File: src/rtl/vend_dispense_ctrl_if.sv
// Vend dispense controller bus: upstream requests and sensor inputs, motor/hopper drive outputs.
interface vend_dispense_ctrl_if;
  logic       purchase;
  logic [1:0] cash_return;
  logic       item_sensor;
  logic       fault_clr;
  logic       motor_on;
  logic       coin5_out;
  logic       coin10_out;
  logic       busy;
  logic       done;
  logic       overrun;
  logic       fault;

  modport slave (
    input  purchase, cash_return, item_sensor, fault_clr,
    output motor_on, coin5_out, coin10_out, busy, done, overrun, fault
  );

  modport master (
    output purchase, cash_return, item_sensor, fault_clr,
    input  motor_on, coin5_out, coin10_out, busy, done, overrun, fault
  );
endinterface

File: src/rtl/vend_dispense_ctrl.sv
// Vend motor and change-hopper sequencer with a one-entry pending event slot.
// Optional item-sensor timeout and FAULT state enabled by defining VEND_TIMEOUT_EN.
module vend_dispense_ctrl #(
  parameter int unsigned MOTOR_CYC = 16,
  parameter int unsigned PULSE_CYC = 4,
  parameter int unsigned GAP_CYC   = 4,
  parameter int unsigned TMO_CYC   = 64
) (
  input logic                 clk,
  input logic                 rst,
  vend_dispense_ctrl_if.slave bus
);

  localparam int unsigned MotorMax = MOTOR_CYC + TMO_CYC;
  localparam int unsigned CntMaxA  = (MotorMax > PULSE_CYC) ? MotorMax : PULSE_CYC;
  localparam int unsigned CntMax   = (CntMaxA > GAP_CYC) ? CntMaxA : GAP_CYC;
  localparam int unsigned CntW     = $clog2(CntMax + 1);

  localparam logic [2:0] StIdle     = 3'd0;
  localparam logic [2:0] StVend     = 3'd1;
  localparam logic [2:0] StChgPulse = 3'd2;
  localparam logic [2:0] StChgGap   = 3'd3;
  localparam logic [2:0] StDone     = 3'd4;
`ifdef VEND_TIMEOUT_EN
  localparam logic [2:0] StFault    = 3'd5;
`endif

  logic [2:0]      state_q, state_d;
  logic [CntW-1:0] cnt_q, cnt_d;
  logic [1:0]      chg_q, chg_d;
  logic            pend_v_q, pend_v_d;
  logic            pend_buy_q, pend_buy_d;
  logic [1:0]      pend_chg_q, pend_chg_d;
  logic            ovr_q, ovr_d;

  logic [1:0] ev_chg;
  logic       ev;
  logic       start;
  logic       st_buy;
  logic [1:0] st_chg;
  logic       vend_end;

  // Reserved code 11 behaves exactly like no change request.
  assign ev_chg = (bus.cash_return == 2'b11) ? 2'b00 : bus.cash_return;
  assign ev     = bus.purchase | (|ev_chg);

  always_comb begin
    state_d    = state_q;
    cnt_d      = cnt_q;
    chg_d      = chg_q;
    pend_v_d   = pend_v_q;
    pend_buy_d = pend_buy_q;
    pend_chg_d = pend_chg_q;
    ovr_d      = ovr_q;
    start      = 1'b0;
    st_buy     = 1'b0;
    st_chg     = 2'b00;
    vend_end   = 1'b0;

    if (state_q != StIdle && ev) begin
      if (!pend_v_q) begin
        pend_v_d   = 1'b1;
        pend_buy_d = bus.purchase;
        pend_chg_d = ev_chg;
      end else begin
        ovr_d = 1'b1;
      end
    end

    case (state_q)
      StIdle: begin
        if (pend_v_q) begin
          // Pending work wins; a simultaneous new event takes over the slot.
          start      = 1'b1;
          st_buy     = pend_buy_q;
          st_chg     = pend_chg_q;
          pend_v_d   = ev;
          pend_buy_d = bus.purchase;
          pend_chg_d = ev_chg;
        end else if (ev) begin
          start  = 1'b1;
          st_buy = bus.purchase;
          st_chg = ev_chg;
        end
      end
      StVend: begin
`ifdef VEND_TIMEOUT_EN
        if (cnt_q >= CntW'(MOTOR_CYC - 1)) begin
          if (bus.item_sensor) begin
            vend_end = 1'b1;
          end else if (cnt_q == CntW'(MotorMax - 1)) begin
            state_d  = StFault;
            cnt_d    = '0;
            pend_v_d = 1'b0;
          end else begin
            cnt_d = cnt_q + CntW'(1);
          end
        end else begin
          cnt_d = cnt_q + CntW'(1);
        end
`else
        if (cnt_q == CntW'(MOTOR_CYC - 1)) begin
          vend_end = 1'b1;
        end else begin
          cnt_d = cnt_q + CntW'(1);
        end
`endif
      end
      StChgPulse: begin
        if (cnt_q == CntW'(PULSE_CYC - 1)) begin
          state_d = StChgGap;
          cnt_d   = '0;
        end else begin
          cnt_d = cnt_q + CntW'(1);
        end
      end
      StChgGap: begin
        if (cnt_q == CntW'(GAP_CYC - 1)) begin
          state_d = StDone;
          cnt_d   = '0;
        end else begin
          cnt_d = cnt_q + CntW'(1);
        end
      end
      StDone: state_d = StIdle;
`ifdef VEND_TIMEOUT_EN
      StFault: begin
        pend_v_d = 1'b0;
        if (bus.fault_clr) state_d = StIdle;
      end
`endif
      default: state_d = StIdle;
    endcase

    if (vend_end) begin
      cnt_d   = '0;
      state_d = (chg_q != 2'b00) ? StChgPulse : StDone;
    end

    if (start) begin
      cnt_d   = '0;
      chg_d   = st_chg;
      state_d = st_buy ? StVend : StChgPulse;
    end
  end

  always_ff @(posedge clk) begin
    if (rst) begin
      state_q    <= StIdle;
      cnt_q      <= '0;
      chg_q      <= 2'b00;
      pend_v_q   <= 1'b0;
      pend_buy_q <= 1'b0;
      pend_chg_q <= 2'b00;
      ovr_q      <= 1'b0;
    end else begin
      state_q    <= state_d;
      cnt_q      <= cnt_d;
      chg_q      <= chg_d;
      pend_v_q   <= pend_v_d;
      pend_buy_q <= pend_buy_d;
      pend_chg_q <= pend_chg_d;
      ovr_q      <= ovr_d;
    end
  end

  assign bus.motor_on   = (state_q == StVend);
  assign bus.coin5_out  = (state_q == StChgPulse) && (chg_q == 2'b01);
  assign bus.coin10_out = (state_q == StChgPulse) && (chg_q == 2'b10);
  assign bus.busy       = (state_q != StIdle);
  assign bus.done       = (state_q == StDone);
  assign bus.overrun    = ovr_q;
`ifdef VEND_TIMEOUT_EN
  assign bus.fault      = (state_q == StFault);
`else
  assign bus.fault      = 1'b0;
  logic unused_inputs;
  assign unused_inputs  = bus.item_sensor ^ bus.fault_clr;
`endif

endmodule

File: src/flat_wrapper.sv
// flat-port wrapper written by rule: the top's interface ports become plain ports
module vend_dispense_ctrl_flat 
#(
  parameter int unsigned MOTOR_CYC = 16,
  parameter int unsigned PULSE_CYC = 4,
  parameter int unsigned GAP_CYC   = 4,
  parameter int unsigned TMO_CYC   = 64
)
  (clk, rst, bus_purchase, bus_cash_return, bus_item_sensor, bus_fault_clr, bus_motor_on, bus_coin5_out, bus_coin10_out, bus_busy, bus_done, bus_overrun, bus_fault);
  vend_dispense_ctrl_if bus_i ();
  input logic clk;
  input logic rst;
  input wire logic [$bits(bus_i.purchase)-1:0] bus_purchase;
  input wire logic [$bits(bus_i.cash_return)-1:0] bus_cash_return;
  input wire logic [$bits(bus_i.item_sensor)-1:0] bus_item_sensor;
  input wire logic [$bits(bus_i.fault_clr)-1:0] bus_fault_clr;
  output wire logic [$bits(bus_i.motor_on)-1:0] bus_motor_on;
  output wire logic [$bits(bus_i.coin5_out)-1:0] bus_coin5_out;
  output wire logic [$bits(bus_i.coin10_out)-1:0] bus_coin10_out;
  output wire logic [$bits(bus_i.busy)-1:0] bus_busy;
  output wire logic [$bits(bus_i.done)-1:0] bus_done;
  output wire logic [$bits(bus_i.overrun)-1:0] bus_overrun;
  output wire logic [$bits(bus_i.fault)-1:0] bus_fault;
  assign bus_i.purchase = bus_purchase;
  assign bus_i.cash_return = bus_cash_return;
  assign bus_i.item_sensor = bus_item_sensor;
  assign bus_i.fault_clr = bus_fault_clr;
  assign bus_motor_on = bus_i.motor_on;
  assign bus_coin5_out = bus_i.coin5_out;
  assign bus_coin10_out = bus_i.coin10_out;
  assign bus_busy = bus_i.busy;
  assign bus_done = bus_i.done;
  assign bus_overrun = bus_i.overrun;
  assign bus_fault = bus_i.fault;
  vend_dispense_ctrl #(.MOTOR_CYC(MOTOR_CYC), .PULSE_CYC(PULSE_CYC), .GAP_CYC(GAP_CYC), .TMO_CYC(TMO_CYC)) u_core (.clk(clk), .rst(rst), .bus(bus_i));
endmodule
File: config.mk
export PLATFORM = sky130hd
export DESIGN_NAME = vend_dispense_ctrl_flat
export DESIGN_NICKNAME = d
export VERILOG_FILES = /design/src/rtl/vend_dispense_ctrl_if.sv /design/src/rtl/vend_dispense_ctrl.sv /design/src/flat_wrapper.sv
export SDC_FILE = /design/constraint.sdc
export NUM_CORES = 1
export LEC_CHECK = 0
export CAP_MARGIN = 15
export CORE_MARGIN = 5
export CORE_UTILIZATION = 35
export CTS_CLUSTER_SIZE = 24
export DETAILED_ROUTE_END_ITERATION = 8
export REMOVE_ABC_BUFFERS = 1
export SYNTH_ARGS = -nofsm -noshare
export SYNTH_HDL_FRONTEND = slang
export SYNTH_SLANG_ARGS = --single-unit
File: constraint.sdc
create_clock -name clk -period 3.9 [get_ports clk]
set_clock_uncertainty 0.05 [all_clocks]
set_input_delay 0.975 -clock clk [delete_from_list [all_inputs] [get_ports clk]]
set_output_delay 0.975 -clock clk [all_outputs]
set_load 0.02 [all_outputs]
# Yosys cells after proc, flatten, opt, wreduce, memory -nomap -nowiden
# Cells that the tools add are included.
# Widths: inputs -> output; s select.
[op_classes]
addsub = 1
n_eq_ne = 13
n_mux = 33
n_bitwise = 1
reduce_logical = 14
[ops]
columns = ["op", "count"]
rows = [
  ["$mux 2", 9],
  ["$mux 1", 15],
  ["$mux 3", 5],
  ["$mux 7", 2],
  ["$pmux 7 s2", 1],
  ["$pmux 3 s3", 1],
  ["$ne 4x1->1 const B", 2],
  ["$add 7x1->7 const B", 1],
  ["$eq 7x2->1 const B", 1],
  ["$eq 7x4->1 const B", 1],
  ["$eq 3x2->1 const B", 2],
  ["$reduce_or 2->1", 3],
  ["$eq 2x2->1 const B", 2],
  ["$reduce_and 2->1", 2],
  ["$reduce_bool 2->1", 2],
  ["$eq 3x1->1 const B", 1],
  ["$eq 3x3->1 const B", 1],
  ["$logic_and 1x1->1", 3],
  ["$logic_not 3->1", 1],
  ["$ne 3x1->1 const B", 1],
  ["$reduce_and 3->1", 1],
  ["$reduce_bool 3->1", 1],
  ["$reduce_or 3->1", 1],
  ["$eq 2x1->1 const B", 1],
  ["other kinds (2)", 2],
]
[totals]
ff_bits = 17
inputBits = 7
word_cells = 69

# Depth between registers and ports, before layout
[logic_depth]
depth_word = 9
mapped_depth = 6
mapped_depth_nobuf = 6

# Worst setup path after synthesis
# Ideal clock, no wire load.
[synth_timing]
kind = "input to register"
from = "input port bus_cash_return[0]"
to = "register u_core.cnt_q[2]"
t_arrival_ns = 2.126
required_ns = 3.780
slack_ns = 1.654
stages = 6
path_buffers = 0
cell_sequence = "inv_1 -> ha_1 -> nor3b_1 -> nor2_2 -> a2111o_1 -> a21oi_1"
[synth_via]
elab_chain_cells = 8
[synth_lines]
columns = ["item", "line_no", "text"]
rows = [
  ["from (decl)", "flat_wrapper.sv:14", "input wire logic [$bits(bus_i.cash_return)-1:0] bus_cash_return;"],
  ["$eq 2x2->1", "vend_dispense_ctrl.sv:44", "assign ev_chg = (bus.cash_return == 2'b11) ? 2'b00 : bus.cash_return;"],
  ["$mux 2 *", "vend_dispense_ctrl.sv:44", ""],
  ["$reduce_or 2->1 *", "vend_dispense_ctrl.sv:45", "assign ev = bus.purchase | (|ev_chg);"],
  ["$or 1x1->1 *", "vend_dispense_ctrl.sv:45", ""],
  ["$mux 1 *", "vend_dispense_ctrl.sv:80", "end else if (ev) begin"],
  ["$mux 1 *", "vend_dispense_ctrl.sv:72", "if (pend_v_q) begin"],
  ["$mux 1 *", "vend_dispense_ctrl.sv:70", "case (state_q)"],
  ["$reduce_or 3->1 (no line) *", "-", ""],
  ["to (signal assigned)", "vend_dispense_ctrl.sv:158", "cnt_q <= cnt_d;"],
  ["to (decl)", "vend_dispense_ctrl.sv:29", "logic [CntW-1:0] cnt_q, cnt_d;"],
]
# Every way passes the cells marked *; elsewhere a longest branch is shown, timed or not.
# A chain may end at the register's enable or synchronous reset.

# Final worst setup path
[layout_timing]
from = "register u_core.state_q[0]"
to = "output port bus_motor_on"
[layout_via]
elab_chain_cells = 1
[layout_lines]
columns = ["item", "line_no", "text"]
rows = [
  ["from (decl)", "vend_dispense_ctrl.sv:28", "logic [2:0] state_q, state_d;"],
  ["from (signal assigned)", "vend_dispense_ctrl.sv:149", "state_q <= StIdle;"],
  ["from (signal assigned)", "vend_dispense_ctrl.sv:157", "state_q <= state_d;"],
  ["$eq 3x1->1", "vend_dispense_ctrl.sv:167", "assign bus.motor_on = (state_q == StVend);"],
  ["to (decl)", "flat_wrapper.sv:17", "output wire logic [$bits(bus_i.motor_on)-1:0] bus_motor_on;"],
]
# No other way between the ends.

==> metrics <==
share of the clock period used by the worst path=0.777; Root Buffer=clkbuf_4; Worst Hold Slack=436 ps; clock-pin slew on the worst setup and hold paths=approximately 110 ps; number of clock sinks=17; Setup TNS=0 ps; Post-CTS Setup Inserts=0; synth unique cells=48; most common cell in the netlist=dfxtp_1; Max-slew headroom=0.652; cts hold-fix bufs=0; Avg Cell Area, Syn=8.93 µm²; gr ovfl total=0; Final Max Tran Viols=0; crit start category=flip-flop; Initial Utilization=0.372; # IOs=14; leakage=approximately 0.42 nW; GPL Wtd Cong=0.797; Nets=~140; Setup-failing EPs final=0; core area=approximately 0.0028 mm²; TritonCTS Buffers=3; IR drop worst, VDD=between 300 and 400 µV; Yosys reg bits=17; Power Dens Cells=approximately 620 mW/mm²; # rows=19; wirelength, routed=2110 µm; cell count after synthesis=approximately 120; post-synth top area cell=dfxtp_1; Max stage delay on crit path=around 600 ps; Worst-Skew Late Latency=300 ps; mux share of post-synthesis cell area=0.0395; largest net degree at the start of global routing=13; Synth area leaders=dfxtp_1 (33%), a21oi_1 (4.3%), nor3b_1 (4.3%); Die Area=approximately 0.0042 mm²; share of post-route cells with drive strength above 1=0.136; drt wl/cell=approximately 13 µm; Vias=just under 900; Chip Height=~65 µm; post-synthesis simple-gate area fraction=0.309; number of antenna violations at the first check in global routing=0; final hold violation count=0; clock period minus worst slack=between 3000 and 4000 ps; vias in the first global route=~900; Post-DRT Antenna Nets=0; largest family of logic cells by synthesized area=simple AND/OR/NAND/NOR gates; Synth Area in Compound Gates=0.214; FFs w/ async S/R, synth=0; synth cell count leaders=dfxtp_1 (17), nor2_1 (10), a21oi_1 (9); Post-Synth Adder-Cell Area=0.0359; status=completed; r2r setup slk=~1900 ps; Critical Path RT=~2900 ps; Area Growth Syn to Fin=12.2%; worst slew pin tran=515 ps; Placed Area=~0.0011 mm²; initial DRC count=approximately 40; die width=between 60 and 70 µm; WP data arrival=around 2000 ps; total track usage=0.111; Min-Delay Path Class=reg2reg; unrepaired setup endpoints after global routing=false; Max Clock Freq=around 0.33 GHz; register area share after synthesis=0.326; vias per cell=5.57; Post-Syn Area=0.00104 mm²; worst-path maximum fanout=9; cells along the critical path=or3b_4 > inv_1 > clkdlybuf4s50_1; Post-synth EDFFs=0; final instance area=approximately 0.0012 mm²; # port buffers=10; DRC viols=0; ys flop type=dfxtp_1; CTS resizes=0; CTS tree=done; CTS H-tree depth=1; XOR/XNOR Fraction of Synth Area=0.0168; filler instances=280; Setup CP Type=reg2out; router iterations before antenna repair=4; area share of the largest cell type after synthesis=0.326; Max-Cap Viols=0; Worst path slowest cell=clkdlybuf4s50_1; diode count=0; hpwl dp=roughly 1600 µm; first-pass GRT wire length=roughly 3800 µm; Worst setup EP type=output pin; Yosys warnings=0; Max Buffers Root-to-Sink=2
-- metrics by stage --
| stage | setup slack [ps] | cells | util | power (mW) |
|---|---|---|---|---|
| final | 870 | 156 | 0.418 | 0.730 |
| after global routing | 794 | 156 | 0.418 | 0.792 |
| after CTS | 850 | 156 | 0.418 | 0.739 |
| after detailed placement | 914 | 152 | 0.408 | 0.636 |
| after global placement | 958 | 152 | 0.408 | 0.628 |
| after floorplan | 1650 | 111 | - | 0.533 |
-- placed cells by master (no fill, tap or decap), types with 2 or more instances in the layout --
cell type	count
a211oi_1	3
inv_1	5
nand3_1	3
nand3b_1	3
clkdlybuf4s50_1	10
o21ai_0	6
nor3b_1	6
xnor2_1	2
nor2_1	10
ha_1	3
mux2i_1	3
a21oi_2	2
nand2_1	6
dfxtp_1	17
clkbuf_4	3
or3_1	3
a21oi_1	9
o21bai_1	2
-- power breakdown --
group,switching [mW],internal [mW],leakage [nW]
Combinational,0.199,0.156,0.261
Clock,0.0605,0.0383,0.0177
Sequential,0.0638,0.213,0.139
Total,0.323,0.407,0.417
-- logic make-up after synthesis --
family,after synthesis
flops,17
xor+xnor,2
other cells,1
mux,4
simple gates,47
compound gates,32
buf+inv,11
fa+ha+maj,3
-- flip-flops by register name, indices dropped and copies added (netlist names) --
| name | count |
|---|---|
| u_core.bus.overrun | 1 |
| u_core.pend_buy_q | 1 |
| u_core.pend_chg_q | 2 |
| u_core.chg_q | 2 |
| u_core.pend_v_q | 1 |
| u_core.state_q | 3 |
| u_core.cnt_q | 7 |
-- per-layer routing --
| metal | track usage | routed length [µm] | vias to the layer above |
|---|---|---|---|
| met5 | 0 | 0 | - |
| met4 | 0.0369 | 36 | 0 |
| met3 | 0.0415 | 88 | 6 |
| met2 | 0.183 | 964 | 15 |
| met1 | 0.134 | 1020 | 395 |
| li1 | - | - | 453 |
-- final timing paths --
kind	cells after the start	end	from
setup / recovery	3	bus_motor_on	u_core.state_q[0]$_SDFFE_PP0P_
hold / removal	2	u_core.bus.overrun$_SDFFE_PP0P_	u_core.bus.overrun$_SDFFE_PP0P_
setup reg to reg	5	u_core.cnt_q[5]$_SDFFE_PP0P_	u_core.cnt_q[0]$_SDFFE_PP0P_
hold reg to reg	2	u_core.bus.overrun$_SDFFE_PP0P_	u_core.bus.overrun$_SDFFE_PP0P_
-- critical path: cells and delay by family, from the launching register on --
kind / cells / cell delay [ps]
AND/OR/NAND/NOR: 1 / 460
buffers and inverters: 2 / 680
flip-flops: 1 / 560
-- cell type report --
class | instances | area [µm²] | area share
multi-input cells | 89 | 647 | 0.552
clock inverters | 1 | 5.00 | 0.00427
flip-flops and latches | 17 | 340 | 0.290
clock buffers | 3 | 22.5 | 0.0192
repair buffers | 10 | 100 | 0.0854
well taps | 31 | 38.8 | 0.0331
inverters | 5 | 18.8 | 0.0160
No activity file was read; power rests on OpenSTA's default activity.
==> RTL change 1, RTL diff (same settings) <==
Reset style: asynchronous (`rst`), changed in one clocked block.
--- a/src/rtl/vend_dispense_ctrl.sv
+++ b/src/rtl/vend_dispense_ctrl.sv
@@ -145,5 +145,5 @@
   end
 
-  always_ff @(posedge clk) begin
+  always_ff @(posedge clk or posedge rst) begin
     if (rst) begin
       state_q    <= StIdle;
Behaviour: differs if rst is asserted again (counterexample within 4 cycles, from zero or initial values and one cycle with rst high); with rst held inactive, the same outputs for 10 cycles.
==> RTL change 1 against the unedited design <==
  * Non-clock buffer count unchanged
  * Count of clock-buffer cells in the layout is 1 higher
  * Synthesized area rose by 0.96%
  * Sequential cell count stayed put
  * Setup slack worse by 0.073 ns
  * Sequential power increased by 23%
  * Routed wire length is 4.4% lower
  * Synthesized cell count decreased by 8.5%
  * Final area grew 2.0%
  * Total power grew 24%
  * Worst hold slack got worse by 0.0096 ns
  * Clock power down 2.9%
  * Fmax fell by 2.3%
  * Critical endpoint unchanged
  * Largest cell class unchanged
==> RTL change 1: results (changes against the unedited design) <==
post-synth cell types 41 (was 48); Async S/R FF share, synth 100.0% (was 0%); GP Congestion 0.7722 (was 0.7971); Seq pwr share 37.5% (was 37.9%); synth top area cells dfrtp_1, a21oi_1, xnor2_1 (was dfxtp_1, a21oi_1, nor3b_1); status finished, final reports clean (unchanged); M3 GR Usage 3.813% (was 4.145%); M1 WL 905 um (was 1016 um); critical path launch point u_core.state_q[2] (was u_core.state_q[0]); grt met1 use 13.52% (was 13.40%); share of cells above drive strength 1 12.93% (was 13.60%); fin nets 127 (was 136); wire per inst 13.50 um (was 13.49 um); Clk pin slew, worst setup/hold paths around 0.10 ns; CP arrival 2.08 ns (was 2.01 ns); postcts setup bufs 0 (unchanged); proportion of synthesized area in mux cells 6.524% (was 3.952%); WL met2 1025 um (was 964 um); Synth Area in XOR/XNOR 4.152% (was 1.677%); Peak VDD IR 283.0 uV (was 337.1 uV); Power Clock 0.0000959 W (was 0.0000988 W); reg2reg start u_core.cnt_q[0] (unchanged); r2r setup slk 1.94 ns (was 1.89 ns); number of global-route vias before repair 811 (was 886); Synth top cells by count dfrtp_1, a21oi_1, nor2_1 (was dfxtp_1, nor2_1, a21oi_1); Hold Slack 0.4268 ns (was 0.4364 ns); sw power 0.0003812 W (was 0.0003230 W); Iteration-0 DRC Markers 68 (was 41); fin crit share 79.56% (was 77.70%); worst hold path endpoint u_core.bus.overrun (unchanged); Resize count post-CTS 0 (unchanged); DP Wirelength 1530 um (was 1591 um); first drt pass iteration count 4 (unchanged); reg2reg end u_core.state_q[0] (was u_core.cnt_q[5]); first-pass GRT wire length 3705 um (was 3767 um); Met3 Routed Length 81 um (was 88 um); Lkg Pwr 0.5064 nW (was 0.4172 nW); Synth warnings 0 (unchanged); Hold Violations, Final 0 (unchanged); Top FF cell, synth dfrtp_1 (was dfxtp_1); FILL cells 304 (was 280); Global Route Usage Sum 11.08% (was 11.12%); root buffer cell clkbuf_4 (unchanged); worst hold stages 1 (was 2); Min-Delay Startpoint u_core.bus.overrun (unchanged); CP max FO 13 (was 9); DR top layer met3 (was met4); vias 788 (was 869); Post-Synth Adder-Cell Area 3.559% (was 3.593%); largest net degree at the start of global routing 18 (was 13); Seq/Total Area, Yosys 40.33% (was 32.57%); met2 usage 19.54% (was 18.30%); initial antenna violation count 0 (unchanged); Rel. slew slack 56.01% (was 65.20%); Synth Area in Compound Gates 16.13% (was 21.44%)
==> RTL change 1: cell types whose count changed after synthesis, moves of 4 or more <==
| cell | change |
|---|---|
| dfrtp_1 | +17 |
| dfxtp_1 | -17 |
| nor3b_1 | -4 |
| o21ai_0 | -6 |
==> RTL change 1: layout make-up <==
type / count / share of cell area (%)
multi-input cells: 79 / 48.54
flip-flops and latches: 17 / 35.56
repair buffers: 10 / 8.368
well taps: 33 / 3.452
clock buffers: 4 / 2.197
inverters: 6 / 1.883
==> RTL change 1: stage by stage <==
| stage | total power (W) | setup WS, ns | std cells | instance area [sq um] |
|---|---|---|---|---|
| 2_1_floorplan | 0.0006953 | 1.402 | 102 | 1028 |
| 3_3_place_gp | 0.0008077 | 0.7389 | 145 | 1170 |
| 3_5_place_dp | 0.0008162 | 0.6668 | 145 | 1170 |
| 4_1_cts | 0.0009182 | 0.7884 | 149 | 1196 |
| 5_1_grt | 0.0009869 | 0.7165 | 149 | 1196 |
| 6_report | 0.0009079 | 0.7970 | 149 | 1196 |
==> RTL change 2, RTL diff (config.mk and constraints unchanged) <==
Made on the original files. Build with the macro `VEND_TIMEOUT_EN` defined.
--- a/src/rtl/vend_dispense_ctrl.sv
+++ b/src/rtl/vend_dispense_ctrl.sv
@@ -1,4 +1,6 @@
 // Vend motor and change-hopper sequencer with a one-entry pending event slot.
 // Optional item-sensor timeout and FAULT state enabled by defining VEND_TIMEOUT_EN.
+`define VEND_TIMEOUT_EN
+
 module vend_dispense_ctrl #(
   parameter int unsigned MOTOR_CYC = 16,
Function: no difference found for any inputs over 10 cycles, from zero or initial values and one cycle with rst high; that may be too few to reach the edited logic, so the function may still have changed.
==> RTL change 2 against the unedited design <==
  * Synthesized area grew 4.3%
  * Total power increased by 7.2%
  * Synthesized cell count up 16%
  * Sequential cell count did not move
  * Via count rose by 18%
  * Combinational power rose by 11%
  * Routed wire length increased by 20%
  * Final area is 7.5% higher
  * Setup slack lost 0.088 ns
  * Utilization shrank 0.18 points
  * Worst hold slack improved by 0.015 ns
==> RTL change 2: results (changes against the unedited design) <==
largest net degree at the start of global routing 14 (was 13); status finished, final reports clean (unchanged); reg2reg end u_core.state_q[1] (was u_core.cnt_q[5]); Clock power frac 12.2% (was 13.5%); number of global-route vias before repair 969 (was 886); share of cells above drive strength 1 6.207% (was 13.60%); met2 usage 19.27% (was 18.30%); fin nets 156 (was 136); Lkg Pwr 0.4438 nW (was 0.4172 nW); Global Route Usage Sum 12.92% (was 11.12%); sw power 0.0003516 W (was 0.0003230 W); Met3 Routed Length 86 um (was 88 um); M1 WL 1260 um (was 1016 um); Seq pwr share 37.5% (was 37.9%); CP arrival 2.09 ns (was 2.01 ns); Synth top cells by count dfxtp_1, nor2_1, a21oi_1 (unchanged); count of input and output buffers 13 (was 10); DP Wirelength 1834 um (was 1591 um); GP Congestion 0.8363 (was 0.7971); reg2reg path depth 6 (was 5); Rel. slew slack 65.90% (was 65.20%); M3 GR Usage 3.571% (was 4.145%); wire per inst 13.42 um (was 13.49 um); Peak VDD IR 171.7 uV (was 337.1 uV); grt met1 use 17.32% (was 13.40%); r2r setup slk 1.85 ns (was 1.89 ns); first-pass GRT wire length 4416 um (was 3767 um); slowest stage delay, CP 0.67 ns (was 0.60 ns)
## RTL change 2: area by class of cell
cell class | instances | area [sq um]
fillers | 311 | 1768
multi-input cells | 106 | 689.4
flip-flops and latches | 17 | 340.3
repair buffers | 13 | 130.1
well taps | 44 | 55.05
clock buffers | 4 | 26.28
inverters | 5 | 18.77
## RTL change 2: worst max-delay path by stage
stage	startpoint	endpoint	slack (ns)	cells after the start
after floorplan	u_core.state_q[1]	bus_coin10_out	1.49	2
final	u_core.state_q[1]	bus_coin10_out	0.78	3
after detailed placement	bus_cash_return[0]	u_core.cnt_q[2]	0.95	8
after global placement	bus_cash_return[0]	u_core.cnt_q[2]	1.02	8
after CTS	u_core.state_q[1]	bus_coin10_out	0.72	3
after global routing	u_core.state_q[1]	bus_coin10_out	0.61	3
## RTL change 2: worst max-delay path: cells and delay by family (launching register included)
kind	cells	cell delay [ns]
buffers and inverters	1	0.67
DFF	1	0.56
and+or+nand+nor	2	0.58
## RTL change 2: cell families after synthesis
| family | count (synthesis) |
|---|---|
| and+or+nand+nor | 61 |
| AOI/OAI and AO/OA | 36 |
| DFF | 17 |
| buffers and inverters | 13 |
| muxes | 6 |
| adders and majority gates | 3 |
## RTL change 2: metrics by stage
| step | instance area (sq um) | instances | utilization [%] | power (W) | hold WS, ns |
|---|---|---|---|---|---|
| after CTS | 1260 | 189 | 41.61 | 0.0007867 | 0.4532 |
| after floorplan | 1049 | 128 | - | 0.0005667 | 0.4073 |
| after global placement | 1234 | 185 | 40.74 | 0.0006817 | 0.4274 |
| after detailed placement | 1234 | 185 | 40.74 | 0.0006884 | 0.4276 |
| after global routing | 1260 | 189 | 41.61 | 0.0008545 | 0.4864 |
| final | 1260 | 189 | 41.61 | 0.0007825 | 0.4515 |
